$ cat src/rtl/twiddle_ctrl.sv
// twiddle_ctrl: block sequencer and twiddle ROM addressing for the 16-lane FFT twiddle multiplier
//   i_clk, i_rst_n      clock, asynchronous active-low reset
//   i_clr               synchronous abort back to IDLE, pipeline flushed
//   i_cfg_seg/shift     log2 segment length and exponent shift, latched on block 0
//   i_in_valid          upstream block valid; o_in_ready accepts it
//   o_tw_addr           per-lane ROM address for the block being accepted
//   o_rom_en, o_mul_en  ROM read enable and multiplier output register enable
//   o_out_valid/last    block present at the multiplier register, last = block 31
//   i_out_ready         downstream accept
//   o_blk_cnt, o_busy   next block index, state != IDLE
module twiddle_ctrl #(
    parameter int LANES  = 16,
    parameter int LOG2N  = 9,
    parameter int ADDR_W = LOG2N
) (
    input  logic                                      i_clk,
    input  logic                                      i_rst_n,
    input  logic                                      i_clr,
    input  logic [3:0]                                i_cfg_seg,
    input  logic [3:0]                                i_cfg_shift,
    input  logic                                      i_in_valid,
    output logic                                      o_in_ready,
    output logic [LANES-1:0][ADDR_W-1:0]              o_tw_addr,
    output logic                                      o_rom_en,
    output logic                                      o_mul_en,
    output logic                                      o_out_valid,
    output logic                                      o_out_last,
    input  logic                                      i_out_ready,
    output logic [LOG2N-$clog2(LANES)-1:0]            o_blk_cnt,
    output logic                                      o_busy
);
    localparam int LW = $clog2(LANES);
    localparam int BW = LOG2N - LW;

    typedef enum logic [1:0] {IDLE, RUN, DRAIN} state_t;

    state_t        r_state;
    logic [BW-1:0] r_blk_cnt;
    logic [3:0]    r_seg, r_shift;
    logic          r_s1_v, r_s1_l, r_s2_v, r_s2_l;
    logic          w_adv, w_acc;
    logic [3:0]    w_seg, w_shift;

    assign w_adv       = !r_s2_v || i_out_ready;
    // reset and clr both gate the handshake combinationally so nothing is accepted in those cycles
    assign o_in_ready  = i_rst_n && !i_clr && w_adv && r_state != DRAIN;
    assign w_acc       = i_in_valid && o_in_ready;
    assign o_rom_en    = w_acc;
    assign o_mul_en    = i_rst_n && !i_clr && w_adv && r_s1_v;
    assign o_out_valid = r_s2_v;
    assign o_out_last  = r_s2_l;
    assign o_blk_cnt   = r_blk_cnt;
    assign o_busy      = r_state != IDLE;
    // block 0 is addressed with the live config, the rest of the frame with the latched copy
    assign w_seg       = r_state == IDLE ? i_cfg_seg : r_seg;
    assign w_shift     = r_state == IDLE ? i_cfg_shift : r_shift;

    for (genvar g = 0; g < LANES; g++) begin : g_lane
        logic [LOG2N-1:0]   w_p, w_r, w_q;
        logic [2*LOG2N-1:0] w_prod;
        assign w_p    = {r_blk_cnt, LW'(g)};
        // a segment of 2^LOG2N or more leaves the mask all ones and q = 0
        assign w_r    = w_p & ((LOG2N'(1) << w_seg) - LOG2N'(1));
        assign w_q    = w_p >> w_seg;
        assign w_prod = {{LOG2N{1'b0}}, w_r} * {{LOG2N{1'b0}}, w_q};
        assign o_tw_addr[g] = i_rst_n ? ADDR_W'(w_prod << w_shift) : '0;
    end

    always_ff @(posedge i_clk or negedge i_rst_n) begin
        if (!i_rst_n) begin
            r_state   <= IDLE;
            r_blk_cnt <= '0;
            r_seg     <= '0;
            r_shift   <= '0;
            r_s1_v    <= 1'b0;
            r_s1_l    <= 1'b0;
            r_s2_v    <= 1'b0;
            r_s2_l    <= 1'b0;
        end else if (i_clr) begin
            r_state   <= IDLE;
            r_blk_cnt <= '0;
            r_s1_v    <= 1'b0;
            r_s1_l    <= 1'b0;
            r_s2_v    <= 1'b0;
            r_s2_l    <= 1'b0;
        end else begin
            if (w_adv) begin
                r_s2_v <= r_s1_v;
                r_s2_l <= r_s1_l;
                r_s1_v <= w_acc;
                r_s1_l <= w_acc && &r_blk_cnt;
            end
            case (r_state)
                IDLE: if (w_acc) begin
                    r_state   <= RUN;
                    r_seg     <= i_cfg_seg;
                    r_shift   <= i_cfg_shift;
                    r_blk_cnt <= r_blk_cnt + BW'(1);
                end
                RUN: if (w_acc) begin
                    r_blk_cnt <= r_blk_cnt + BW'(1);
                    if (&r_blk_cnt) r_state <= DRAIN;
                end
                DRAIN: if (!r_s1_v && !r_s2_v) r_state <= IDLE;
                default: r_state <= IDLE;
            endcase
        end
    end
endmodule

$ cat config.mk
export PLATFORM = sky130hd
export DESIGN_NAME = twiddle_ctrl
export DESIGN_NICKNAME = d
export VERILOG_FILES = /design/src/rtl/twiddle_ctrl.sv
export SDC_FILE = /design/constraint.sdc
export NUM_CORES = 1
export LEC_CHECK = 0
export BUFFER_PORTS_ARGS = -buffer_cell sky130_fd_sc_hd__buf_2
export CORE_UTILIZATION = 40
export CTS_BUF_LIST = sky130_fd_sc_hd__clkbuf_16
export DETAILED_ROUTE_END_ITERATION = 7
export PLACE_DENSITY_LB_ADDON = 0.05
export SETUP_SLACK_MARGIN = 0.1
export SYNTH_ARGS = -nofsm -noshare
export SYNTH_HDL_FRONTEND = slang
export SYNTH_SLANG_ARGS = --single-unit
$ cat constraint.sdc
create_clock -name i_clk -period 12.84 [get_ports i_clk]
set_clock_uncertainty 0.1 [all_clocks]
set_input_delay 0.642 -clock i_clk [delete_from_list [all_inputs] [get_ports i_clk]]
set_output_delay 0.642 -clock i_clk [all_outputs]
set_load 0.05 [all_outputs]
==> impl_results.md, run 1 <==
- Clock insertion delay at the later pin of the skew report: 0.25 ns
- Via Count: 15070
- Post-synthesis area per instance: 7.351 um2
- Clk Tree Root Cell: clkbuf_16
- Worst hold margin: 0.3248 ns
- Hold_buf cts: 0
- Timing endpoint of the critical path: o_tw_addr[98]
- Count of input and output buffers: 152
- Total GRT Usage: 0.3395
- Tmin final: 9.648 ns
- Routability-driven placement congestion ratio: 0.9723
- Via count of the first global-routing pass: 15220
- Post-CTS Repair Setup Buffers: 0
- Fin. max-slew vios: 0
- Main synth FF type: dfrtp_1
- Worst setup path startpoint: r_state[0]
- Minimum setup slack among reg-to-reg paths: 10.25 ns
- Maximum root-to-sink buffer count: 2
- Hold Vio Cnt, Final: 0
- Sequential-to-total area share from yosys stat: 0.03181
- Post-CTS clock slew at the launch and capture registers of the worst setup and hold paths: 0.05 ns
- H-tree depth: 1
- Mapped Area: 0.01495 mm2
- Worst-case reg-to-reg path depth: 5
- Final global-route overflow total: 0
- RSZ-0062 raised after global routing: no
- Final-stage net count: 2502
- Number of max-capacitance violations reported: 0
- Slowest stage cell, crit path: dfrtp_1
- Post-cts sizing count: 0
- Fraction of registers with async set/reset: 1.000
- Critical Path RT: 12.10 ns
- Fraction of the mapped netlist area in adder cells: 0.3689
- Hold Crit Class: in2async
- Critical Path Source Type: flop
- Gate count after technology mapping: 2033
- Number of endpoints failing setup at the final stage: 0
- Post-detailed-placement cell area: 0.01623 mm2
- Number of cells on the critical path: 30
- Largest area contributor in the netlist: ha_1
- Layout cell share with drive strength beyond 1: 0.1331
- Core outline area: 0.03670 mm2
- Distinct cell type count of the synthesized netlist: 95
- Number of nets still failing antenna checks after routing: 0
- Dominant cells by area after synthesis: ha_1 19%, fa_1 18%, xnor2_1 7.8%
- Fin area: 0.01631 mm2
- Number of cells in the finished layout apart from fillers: 2594
- Diodes inserted: 0
- Data arrival time at the worst-slack endpoint: 8.91 ns
- Number of filler cells placed in the layout: 3893
- Mux contribution to synthesized area: 0.02746
- Headroom to the max-slew limit: 0.2821
- Vias per inst: 5.808
- Lkg Pwr: 8.462 nW
- Total Negative Setup Slacks: 0 ns
- TritonCTS sink count: 19
- Highest clock frequency the design can meet: 103.6 MHz
- Fraction of the cycle the final worst path needs: 0.7514
- TritonCTS Buffers: 3
- Detail Placement HPWL: 52.55 mm
- CP peak stage delay: 0.77 ns
- Most frequent cells in the layout: 296 x nor2_1, 243 x inv_1, 242 x nand2_1, 231 x ha_1, 152 x buf_2
- Post-Route WL: 64.74 mm
- Worst Path Buf+Inv: 9
- Fraction of post-synthesis cell area in the top cell type by area: 0.1934
- Number of remaining DRC errors: 0
- Wire length of the first global-routing pass: 96.10 mm
- Drt first pass iters: 5
- Endpoint of the most critical register-to-register path: r_seg[1]
- Area fraction in compound gates after synthesis: 0.1633
- Layout area overhead: 9.117%
- Count of standard-cell rows: 70
- Initial cell density of the core: 0.4073
- Largest delay contributor family on the critical path: adder cells
- Run status: complete, no violations
- Post-synth EDFFs: 0
- Power density of the placed cells: 73.95 mW/mm2
- Commonest non-fill, non-tap cell in the layout: nor2_1
- Worst setup path category: reg2out
- Full die area: 0.03814 mm2
- Number of placed I/O pins: 168
- Number of antenna violations at the first check in global routing: 0
- Core Util, Final: 0.4444
- Initial drt markers: 1230
- Count of state elements after synthesis: 19
- Xor/xnor cell area share of the yosys netlist: 0.1026
- Dominant combinational cell family by area after synthesis: adder cells
- Crit end category: output port
- TritonCTS clock tree: done
- Worst vdd rail ir drop: 0.00005913 V
- Synth warnings: 0
- Highest net fanout along the worst path: 21
- Simple-gate share of the synthesized area: 0.2056
- Least-Margin Pin Slew: 1.056 ns
- Total instance count after detailed placement: 2590
- Reg-to-Reg Start: r_state[0]
- Width of the die: 195.3 um
- Maximum number of pins on one net before global-route repair: 94
- Routed wirelength normalized by instance count: 24.96 um
- Chip Height: 195.3 um
-- area by class of cell --
| class | instances | area [um2] | share of cell area |
|---|---|---|---|
| multi-input combinational | 1660 | 13140 | 0.8057 |
| inverter | 246 | 928.4 | 0.05693 |
| clock inverter | 1 | 5.005 | 0.0003069 |
| tap | 468 | 585.6 | 0.03591 |
| clock buffer | 3 | 75.07 | 0.004603 |
| sequential | 19 | 475.5 | 0.02915 |
| timing repair buffer | 197 | 1099 | 0.06736 |
-- kinds of logic (layout without fill, tap and decap cells) --
logic type,count (synthesis),in the layout
XOR/XNOR,160,160
adder cells (fa/ha/maj),362,362
buffers and inverters,368,447
other,1,15
AO/OA/AOI/OAI,381,381
multiplexers,36,36
flip-flops,19,19
AND/OR/NAND/NOR,706,706
-- sequential cells by signal (all words and copies together) (netlist names) --
name and flops:
o_blk_cnt 5, r_seg 4, r_shift 4, r_state 2, o_out_last 1, o_out_valid 1, r_s1_l 1, r_s1_v 1
-- layer usage --
metal | wire, um | part of all wire | track usage
met5 | 0 | 0 | 0
met4 | 4288 | 0.066 | 0.1954
met3 | 3705 | 0.057 | 0.01986
met2 | 30970 | 0.48 | 0.5779
met1 | 25770 | 0.40 | 0.4267
-- where the power goes --
| group | internal (mW) | switching [mW] | leakage (nW) |
|---|---|---|---|
| clock network | 0.0417 | 0.0210 | 0.0409 |
| logic | 0.303 | 0.761 | 8.17 |
| registers | 0.0668 | 0.0127 | 0.247 |
| total | 0.411 | 0.795 | 8.46 |
-- synth_stat cells, types with 8 or more instances --
library cell  instances
a211oi_1             35
a21o_1               16
a21oi_1             136
a22oi_1              12
a31oi_1              19
and2_1               12
and3_1               13
buf_1                 8
buf_4                15
clkbuf_1             87
dfrtp_1              19
fa_1                131
ha_1                231
inv_1               243
mux2_2               10
mux2i_1              21
nand2_1             246
nand2b_1              8
nand3_1              37
nor2_1              296
nor3_1               35
o211ai_1             16
o21a_1                9
o21ai_0              63
o22ai_1              10
or2_2                13
xnor2_1             133
xor2_1               17
-- worst min path at each step --
stage / from / endpoint / slack (ns) / cells past startpoint
after floorplan: i_rst_n / o_blk_cnt[0] / 0.25 / 0
after global placement: o_out_last / o_out_last / 0.41 / 2
after detailed placement: r_s1_v / o_out_valid / 0.42 / 2
after CTS: i_rst_n / r_shift[2] / 0.33 / 2
after global routing: i_rst_n / o_out_last / 0.35 / 2
final: i_rst_n / r_shift[2] / 0.32 / 2
-- stage by stage --
stage	total power, mW	setup WS (ns)
after floorplan	0.7699	3.640
after global placement	1.122	3.696
after detailed placement	1.124	3.444
after CTS	1.192	3.210
after global routing	1.283	2.624
final	1.206	3.192
Note: power is estimated with default switching activity, not from simulation.
==> run 2: changes to the inputs <==
Clock period 12.84 ns to 8.6 ns, I/O delays scaled along.
==> run 2 against run 1 <==
  * Die area is the same
  * Critical endpoint is now o_tw_addr[71]
  * Sequential power up 48%
  * Final area grew 1.5%
  * Critical path type unchanged
  * Largest power group unchanged
  * Sequential share of layout area hardly changed
  * Combinational power grew 53%
  * Clock power increased by 53%
  * Core utilization increased by 0.66 points
  * Critical path depth is 5 lower
  * Routed wire length grew 1.7%
==> impl_results.md, run 2 (synthesis gave the netlist of run 1 again) <==
- Lkg Pwr: 8.570 nW (+1.3%)
- Core Util, Final: 0.4510 (+0.006581)
- Number of filler cells placed in the layout: 3879 (-0.36%)
- Total GRT Usage: 0.3479 (+0.008423)
- TritonCTS clock tree: done
- Clock insertion delay at the later pin of the skew report: 0.25 ns (about the same)
- TritonCTS sink count: 19 (unchanged)
- Core outline area: 0.03670 mm2 (unchanged)
- Number of endpoints failing setup at the final stage: 0 (unchanged)
- Via Count: 15170 (+0.72%)
- Number of nets still failing antenna checks after routing: 0 (unchanged)
- Critical Path Source Type: flop
- TritonCTS Buffers: 3 (unchanged)
- Post-CTS clock slew at the launch and capture registers of the worst setup and hold paths: 0.05 ns (about the same)
- Data arrival time at the worst-slack endpoint: 7.68 ns (-1.23 ns)
- Routability-driven placement congestion ratio: 1.012 (+4.1%)
- Post-CTS Repair Setup Buffers: 0 (unchanged)
- Worst setup path category: reg2out
- Maximum number of pins on one net before global-route repair: 93 (-1.1%)
- Final global-route overflow total: 0 (unchanged)
- Post-detailed-placement cell area: 0.01643 mm2 (+1.2%)
- Total instance count after detailed placement: 2609 (+0.73%)
- Total Negative Setup Slacks: 0 ns (unchanged)
- Width of the die: 195.3 um (unchanged)
- Vias per inst: 5.805 (about the same)
- Maximum root-to-sink buffer count: 2 (unchanged)
- Initial drt markers: 1254 (+2.0%)
- Hold Crit Class: in2async
- Hold_buf cts: 0 (unchanged)
- Headroom to the max-slew limit: 0.07126 (-0.2108)
- Commonest non-fill, non-tap cell in the layout: nor2_1
- Number of placed I/O pins: 168 (unchanged)
- Run status: complete, no violations
- Flip-flop count of the largest register after layout: 5 (unchanged)
- Wire length of the first global-routing pass: 98.41 mm (+2.4%)
- Count of input and output buffers: 152 (unchanged)
- Highest net fanout along the worst path: 18 (-14%)
- Number of remaining DRC errors: 0 (unchanged)
- Tmin final: 8.206 ns
- Drt first pass iters: 6 (+1)
- Hold Vio Cnt, Final: 0 (unchanged)
- Most frequent cells in the layout: 293 x nor2_1, 242 x inv_1, 242 x nand2_1, 231 x ha_1, 148 x buf_2
- Clk Tree Root Cell: clkbuf_16
- Worst vdd rail ir drop: 0.0001083 V (+83%)
- Via count of the first global-routing pass: 15430 (+1.4%)
- Full die area: 0.03814 mm2 (unchanged)
- Critical Path RT: 8.07 ns (-4.03 ns)
- Chip Height: 195.3 um (unchanged)
- Highest clock frequency the design can meet: 121.9 MHz
- Count of standard-cell rows: 70 (unchanged)
- Final-stage net count: 2521 (+0.76%)
- Fin. max-slew vios: 0 (unchanged)
- Routed wirelength normalized by instance count: 25.18 um (+0.91%)
- Minimum setup slack among reg-to-reg paths: 6.09 ns (-4.16 ns)
- Least-Margin Pin Slew: 1.382 ns (+0.3264 ns)
- Crit end category: output port
- Layout cell share with drive strength beyond 1: 0.1469 (+0.01374)
- Power density of the placed cells: 110.9 mW/mm2 (+50%)
- Number of cells in the finished layout apart from fillers: 2614 (+0.77%)
- H-tree depth: 1 (unchanged)
- Post-Route WL: 65.83 mm (+1.7%)
- Fraction of the cycle the final worst path needs: 0.9542
- Fin area: 0.01655 mm2 (+1.5%)
- RSZ-0062 raised after global routing: yes
- Number of antenna violations at the first check in global routing: 0 (unchanged)
- Layout area overhead: 10.73%
- Detail Placement HPWL: 54.23 mm (+3.2%)
- Initial cell density of the core: 0.4073 (unchanged)
- Number of max-capacitance violations reported: 0 (unchanged)
[run 2: layout make-up]
type                    count  area (um2)  area share
inverters                 246       928.4     0.05610
clock buffers               3       75.07    0.004536
diodes                      1       2.502   0.0001512
well taps                 468       585.6     0.03538
flip-flops and latches     19       480.5     0.02903
repair buffers            216        1287     0.07780
multi-input cells        1660       13190      0.7967
clock inverters             1       5.005   0.0003024
[run 2: per-stage QoR]
step	setup WS, ns	total power [mW]	hold WS [ns]
floorplan	0.08730	1.156	0.03441
global placement	0.5449	1.707	0.3730
detailed placement	0.3133	1.701	0.3745
CTS	0.1535	1.808	0.1074
global route	0.07678	1.956	0.1293
finish	0.3940	1.835	0.09481
[run 2: worst max-delay path, stage by stage (launching register included)]
cell and delay, ns:
dfrtp_4 0.58, nor2_8 0.12, buf_6 0.22, mux2i_2 0.71
nor3_1 0.29, a31oi_4 0.59, buf_4 0.35, o21a_1 0.51
nor2_1 0.12, fa_1 0.50, inv_1 0.06, fa_1 0.49
inv_1 0.05, fa_1 0.47, inv_1 0.05, fa_1 0.52
inv_1 0.05, ha_1 0.31, a21oi_1 0.17, xnor2_1 0.18
xnor2_1 0.17, xnor2_1 0.16, xnor3_1 0.22, nor2_1 0.05
o21ai_1 0.16, buf_2 0.29
[run 2: routing by layer]
layer / vias up / share of wire / GRT usage
li1: 6929 / - / -
met1: 7427 / 0.40 / 0.4284
met2: 666 / 0.48 / 0.6029
met3: 152 / 0.060 / 0.02798
met4: 0 / 0.065 / 0.1881
met5: - / 0 / 0
[run 2: path summary, 6_finish.rpt]
path | from | to | cells past startpoint
worst max-delay path | r_state[0] | o_tw_addr[71] | 25
worst min-delay path | i_rst_n | r_s1_l | 2
worst max register to register | r_state[1] | r_seg[1] | 6
worst min register to register | o_out_last | o_out_last | 2
max in group asynchronous | i_rst_n | r_state[0] | 2
min in group i_clk | i_clr | o_out_valid | 2
[run 2: repair_timing]
item	4_1_cts	5_1_grt
pin swaps	0	1
gates resized for setup	1	14
endpoints found under the setup margin	1	18
[run 2: where the power goes]
| part | leakage, nW | total (mW) | switching, mW | internal (mW) |
|---|---|---|---|---|
| logic | 8.29 | 1.62 | 1.15 | 0.467 |
| registers | 0.243 | 0.118 | 0.0176 | 0.100 |
| clock network | 0.0409 | 0.0958 | 0.0335 | 0.0624 |
